--- src/rtl/main.sv ---
// Single-cycle RV32I-subset core whose only store target is a 32-bit
// display register, scanned out onto an 8-digit active-low 7-segment display.
module main #(
  parameter int          REFRESH_DIV = 16,
  parameter logic [31:0] ROM0        = 32'h00000093  // ROM word 0, overridable for test variants
) (
  input  logic       clk,
  input  logic       rst_n,
  output logic [7:0] AN,
  output logic [7:0] CT
);

  localparam int CW = (REFRESH_DIV > 1) ? $clog2(REFRESH_DIV) : 1;

  localparam logic [6:0] OPC_IMM = 7'b0010011;
  localparam logic [6:0] OPC_OP  = 7'b0110011;
  localparam logic [6:0] OPC_LUI = 7'b0110111;
  localparam logic [6:0] OPC_BR  = 7'b1100011;
  localparam logic [6:0] OPC_JAL = 7'b1101111;
  localparam logic [6:0] OPC_ST  = 7'b0100011;

  logic [31:0]   pc, pc_next, instr;
  logic [31:0]   rf [32];
  logic [31:0]   disp;
  logic [CW-1:0] cnt;
  logic [2:0]    idx;

  logic [6:0]  opc, f7;
  logic [4:0]  rd, rs1, rs2;
  logic [2:0]  f3;
  logic [31:0] a, b, imm_i, imm_b, imm_j, imm_u, wb_val;
  logic        wb_en, disp_we;

  // Instruction ROM: fixed counting loop, remainder filled with NOPs.
  always_comb begin
    case (pc[7:2])
      6'd0:    instr = ROM0;
      6'd1:    instr = 32'h00108093;
      6'd2:    instr = 32'h00102023;
      6'd3:    instr = 32'hFF9FF06F;
      default: instr = 32'h00000013;
    endcase
  end

  assign opc   = instr[6:0];
  assign rd    = instr[11:7];
  assign f3    = instr[14:12];
  assign rs1   = instr[19:15];
  assign rs2   = instr[24:20];
  assign f7    = instr[31:25];
  assign imm_i = {{20{instr[31]}}, instr[31:20]};
  assign imm_b = {{19{instr[31]}}, instr[31], instr[7], instr[30:25], instr[11:8], 1'b0};
  assign imm_j = {{11{instr[31]}}, instr[31], instr[19:12], instr[20], instr[30:21], 1'b0};
  assign imm_u = {instr[31:12], 12'b0};

  // x0 reads as zero regardless of what the array holds
  assign a = (rs1 == 5'd0) ? 32'd0 : rf[rs1];
  assign b = (rs2 == 5'd0) ? 32'd0 : rf[rs2];

  // Decode/execute: unrecognised encodings fall through as NOPs.
  always_comb begin
    wb_en   = 1'b0;
    wb_val  = '0;
    disp_we = 1'b0;
    pc_next = pc + 32'd4;
    case (opc)
      OPC_IMM: if (f3 == 3'b000) begin
        wb_en  = 1'b1;
        wb_val = a + imm_i;
      end
      OPC_OP: begin
        wb_en = 1'b1;
        case ({f7, f3})
          {7'h00, 3'b000}: wb_val = a + b;
          {7'h20, 3'b000}: wb_val = a - b;
          {7'h00, 3'b111}: wb_val = a & b;
          {7'h00, 3'b110}: wb_val = a | b;
          {7'h00, 3'b100}: wb_val = a ^ b;
          {7'h00, 3'b010}: wb_val = {31'd0, $signed(a) < $signed(b)};
          {7'h00, 3'b011}: wb_val = {31'd0, a < b};
          default:         wb_en  = 1'b0;
        endcase
      end
      OPC_LUI: begin
        wb_en  = 1'b1;
        wb_val = imm_u;
      end
      OPC_BR:
        if ((f3 == 3'b000 && a == b) || (f3 == 3'b001 && a != b))
          pc_next = pc + imm_b;
      OPC_JAL: begin
        wb_en   = 1'b1;
        wb_val  = pc + 32'd4;
        pc_next = pc + imm_j;
      end
      OPC_ST: if (f3 == 3'b010) disp_we = 1'b1;
      default: ;
    endcase
  end

  // Retire one instruction per edge: PC, register write-back, display store.
  always_ff @(posedge clk or negedge rst_n) begin
    if (!rst_n) begin
      pc   <= '0;
      disp <= '0;
      for (int i = 0; i < 32; i++) rf[i] <= '0;
    end else begin
      pc <= pc_next;
      if (wb_en && rd != 5'd0) rf[rd] <= wb_val;
      if (disp_we) disp <= b;
    end
  end

  // Refresh divider and digit index; idx advances when the divider wraps.
  always_ff @(posedge clk or negedge rst_n) begin
    if (!rst_n) begin
      cnt <= '0;
      idx <= '0;
    end else if (cnt == CW'(REFRESH_DIV - 1)) begin
      cnt <= '0;
      idx <= idx + 3'd1;
    end else begin
      cnt <= cnt + 1'b1;
    end
  end

  for (genvar g = 0; g < 8; g++) begin : g_an
    assign AN[g] = (idx != 3'(g));
  end

  // Hex-to-segment decode of the selected nibble; DP held off.
  always_comb begin
    case (disp[{idx, 2'b00} +: 4])
      4'h0: CT = 8'hC0;
      4'h1: CT = 8'hF9;
      4'h2: CT = 8'hA4;
      4'h3: CT = 8'hB0;
      4'h4: CT = 8'h99;
      4'h5: CT = 8'h92;
      4'h6: CT = 8'h82;
      4'h7: CT = 8'hF8;
      4'h8: CT = 8'h80;
      4'h9: CT = 8'h90;
      4'hA: CT = 8'h88;
      4'hB: CT = 8'h83;
      4'hC: CT = 8'hC6;
      4'hD: CT = 8'hA1;
      4'hE: CT = 8'h86;
      default: CT = 8'h8E;
    endcase
  end

endmodule

--- config.mk ---
export PLATFORM = sky130hd
export DESIGN_NAME = main
export DESIGN_NICKNAME = d
export VERILOG_FILES = /design/src/rtl/main.sv
export SDC_FILE = /design/constraint.sdc
export NUM_CORES = 1
export LEC_CHECK = 0
export CAP_MARGIN = 20
export CORE_AREA = 2 2 148 150
export CTS_BUF_LIST = sky130_fd_sc_hd__clkbuf_4 sky130_fd_sc_hd__clkbuf_8
export DETAILED_ROUTE_END_ITERATION = 12
export DIE_AREA = 0 0 150 152
export PLACE_DENSITY = 0.55
export SLEW_MARGIN = 40
export SYNTH_ARGS = -nofsm -noshare
export SYNTH_HDL_FRONTEND = slang
export SYNTH_SLANG_ARGS = --single-unit
--- constraint.sdc ---
create_clock -name clk -period 6.9 [get_ports clk]
set_clock_uncertainty 0.05 [all_clocks]
set_input_delay 2.07 -clock clk [delete_from_list [all_inputs] [get_ports clk]]
set_output_delay 2.07 -clock clk [all_outputs]
set_load 0.05 [all_outputs]
==> flow_summary.json <==
{
  "grt-ovfl-total": 0,
  "numPortBuffers": 16,
  "seq_area_um2": 1930,
  "crit_buf_inv": 2,
  "cp_common_cell": "mux4_2",
  "hold_viol": 0,
  "r2r.worst_path.cells": 14,
  "synth_top_area_cell": "dfrtp_1",
  "tns_ns": 0,
  "synth-seq-area-share": 0.308,
  "p_clk_frac": 0.458,
  "vias": 5033,
  "grt_antenna_before_repair": 0,
  "finalCriticalPeriod_ns": 5.87,
  "final_area_um2": 6910,
  "synthCells": 709,
  "min_from": "disp[14]",
  "crit_path_end_kind": "output pin",
  "use_met1": 0.195,
  "synthesis.nets": 794,
  "peakVddDrop_uv": 56.2,
  "placed_area_um2": 6690,
  "dr.pass1.iters": 4,
  "cpPeakStageDelay_ns": 0.72,
  "required_ns": 4.78,
  "coreArea_um2": 21400,
  "rrSetupSlack_ns": 2.01,
  "use_met3": 0.0159,
  "cts_tree": "done",
  "ios": 18,
  "drc": 0,
  "p_sw_uw": 195,
  "root_buffer": "clkbuf_8",
  "synth_top_cell_area_share": 0.308,
  "area_growth_syn_to_layout_pct": 10.6,
  "grt_pass1_vias": 5028,
  "maxCapViolCount": 0,
  "yosysWarnings": 0,
  "cts_sinks": 77,
  "clkSlewWorstSetupHoldPaths_ns": 0.08,
  "grt_busiest_layer": "met2",
  "power.share.combinational": 0.013,
  "synthTopCellsByArea": "dfrtp_1 (31%), ha_1 (16%), nand2_1 (6.5%), o21ai_0 (5.2%), and3_1 (3.6%)",
  "grt_use_total": 0.138,
  "clk_latency_ns": 0.37,
  "synth_common_cells": "nand2_1 (108), ha_1 (82), dfrtp_1 (77)",
  "multi_input_comb_area_um2": 4100,
  "die_w_um": 150,
  "post_cts_buffers": 0,
  "cp_data_arrival_time_ns": 3.75,
  "hp-class": "reg2reg",
  "cp_top_family": "multiplexers",
  "synth.ff_latch_count": 77,
  "critPathLaunchType": "flip-flop",
  "finalNetCount": 793,
  "gp_congestion": 0.812,
  "min_to": "disp[14]",
  "slew_headroom": 0.446,
  "powerDensity_nw_per_um2": 123,
  "r2r-end": "rf[960]",
  "fillers": 2296,
  "swShare": 0.229,
  "async_flop_share": 1.00,
  "seq_power_share": 0.529,
  "fp.dieArea_um2": 22800,
  "initial_utilization": 0.293,
  "cts-hold-fix-buffers": 0,
  "internal-power_uw": 657,
  "wl_per_cell_um": 15.1,
  "rsz0062_at_grt": "false",
  "finalSetupViolations": 0,
  "worstMarginPinSlew_ns": 0.831,
  "row_count": 54,
  "via_per_inst": 5.07,
  "drive_above_1_share": 0.0687,
  "crit_path_max_fanout": 12,
  "synth_area_per_cell_um2": 8.81,
  "antenna_left": 0,
  "grt_pass1_wl_um": 25500,
  "n_antenna_cell": 0,
  "grt_start_max_net_pins": 64,
  "cts.path.max_buffers": 2,
  "critPathKind": "reg2out",
  "layout.cells.non_filler": 993,
  "cts_buffers": 9,
  "slowest_stage": "dfrtp_1",
  "dp_cells": 977,
  "fin_crit_sh": 0.851,
  "cts_resized": 0,
  "r2r-start": "pc[4]",
  "leakage_uw": 0.00346,
  "synth_ff_type": "dfrtp_1",
  "ys_types": 64,
  "grtUsageMet2": 0.218,
  "h-tree-depth": 3,
  "synth_edf_count": 0,
  "holdPathStages": 2,
  "drtIter0Drc": 277,
  "finalPower_uw": 852,
  "dp_hpwl_um": 11300,
  "status": "finished clean",
  "synth_most_common_cell": "nand2_1",
  "die_h_um": 152,
  "final_max_slew_viol_count": 0,
  "netlist_area_um2": 6250,
  "totalWireLength_um": 15000,
  "crit_chain": "mux4_2, mux2i_1, inv_1, ha_1, mux4_2, clkdlybuf4s50_1",
  "fmax_mhz": 170
}
-- layout by cell type, fill, tap and decap left out, types with 8 or more instances in the layout --
master	count
a21o_1	21
a21oi_1	38
a22o_1	24
and3_1	36
buf_4	10
clkbuf_8	9
clkdlybuf4s50_1	15
dfrtp_1	77
ha_1	82
inv_1	22
mux2i_1	8
mux4_2	9
nand2_1	108
nand2b_1	9
nand3_1	16
nor2_1	23
nor2b_1	12
nor3_1	8
o21ai_0	64
xnor2_1	22
xor2_1	12
-- per-stage QoR --
stage                util  worst slack (ns)  hold slack, ns
floorplan               -              1.64           0.395
global placement    0.313              1.46           0.416
detailed placement  0.313              1.35           0.420
CTS                 0.324             0.939           0.440
global route        0.324             0.746           0.465
finish              0.324              1.03           0.432
-- worst max path at each step --
stage	startpoint	to	slack [ns]	cells after the start
floorplan	idx[0]	CT[2]	1.64	6
global placement	idx[0]	CT[3]	1.46	6
detailed placement	idx[0]	CT[3]	1.35	6
CTS	idx[0]	CT[3]	0.94	6
global route	idx[0]	CT[3]	0.75	6
finish	idx[0]	CT[3]	1.03	6
-- worst min-delay path, cell delays in order (launching register included) --
cell	delay (ns)
dfrtp_1	0.35
nand2_1	0.05
o21ai_0	0.06
-- cell type report --
type,instances,share of cell area
Sequential cell,77,0.279
Tap cell,280,0.0507
Inverter,23,0.0125
Clock buffer,9,0.0179
Timing Repair Buffer,25,0.0326
Clock inverter,7,0.0139
Multi-Input combinational cell,572,0.594
-- routing by layer --
layer  vias to the layer above  share of wire
met5                         -              0
met4                         0          0.013
met3                        14          0.024
met2                        70           0.45
met1                      2378           0.51
li1                       2571              -
-- sequential cells by signal, indices dropped and copies added (netlist names) --
signal  count
cnt         4
disp       32
idx         3
pc          6
rf         32
-- power groups by stage --
stage / clock, µW / combinational, µW / sequential (µW)
after floorplan: 0 / 1.62 / 460
after global placement: 0 / 11.9 / 460
after detailed placement: 0 / 11.8 / 460
after CTS: 405 / 12.0 / 451
after global routing: 423 / 13.2 / 451
final: 391 / 10.9 / 451
-- logic make-up after synthesis --
| family | after synthesis | share of synthesized area |
|---|---|---|
| adders and majority gates | 83 | 0.167 |
| AOI/OAI and AO/OA | 197 | 0.206 |
| buffers and inverters | 60 | 0.0374 |
| and+or+nand+nor | 238 | 0.184 |
| DFF | 77 | 0.308 |
| xor gates and xnor gates | 34 | 0.0476 |
| muxes | 19 | 0.0488 |
| other | 1 | 0.000600 |
Note: power is estimated with default switching activity, not from simulation.
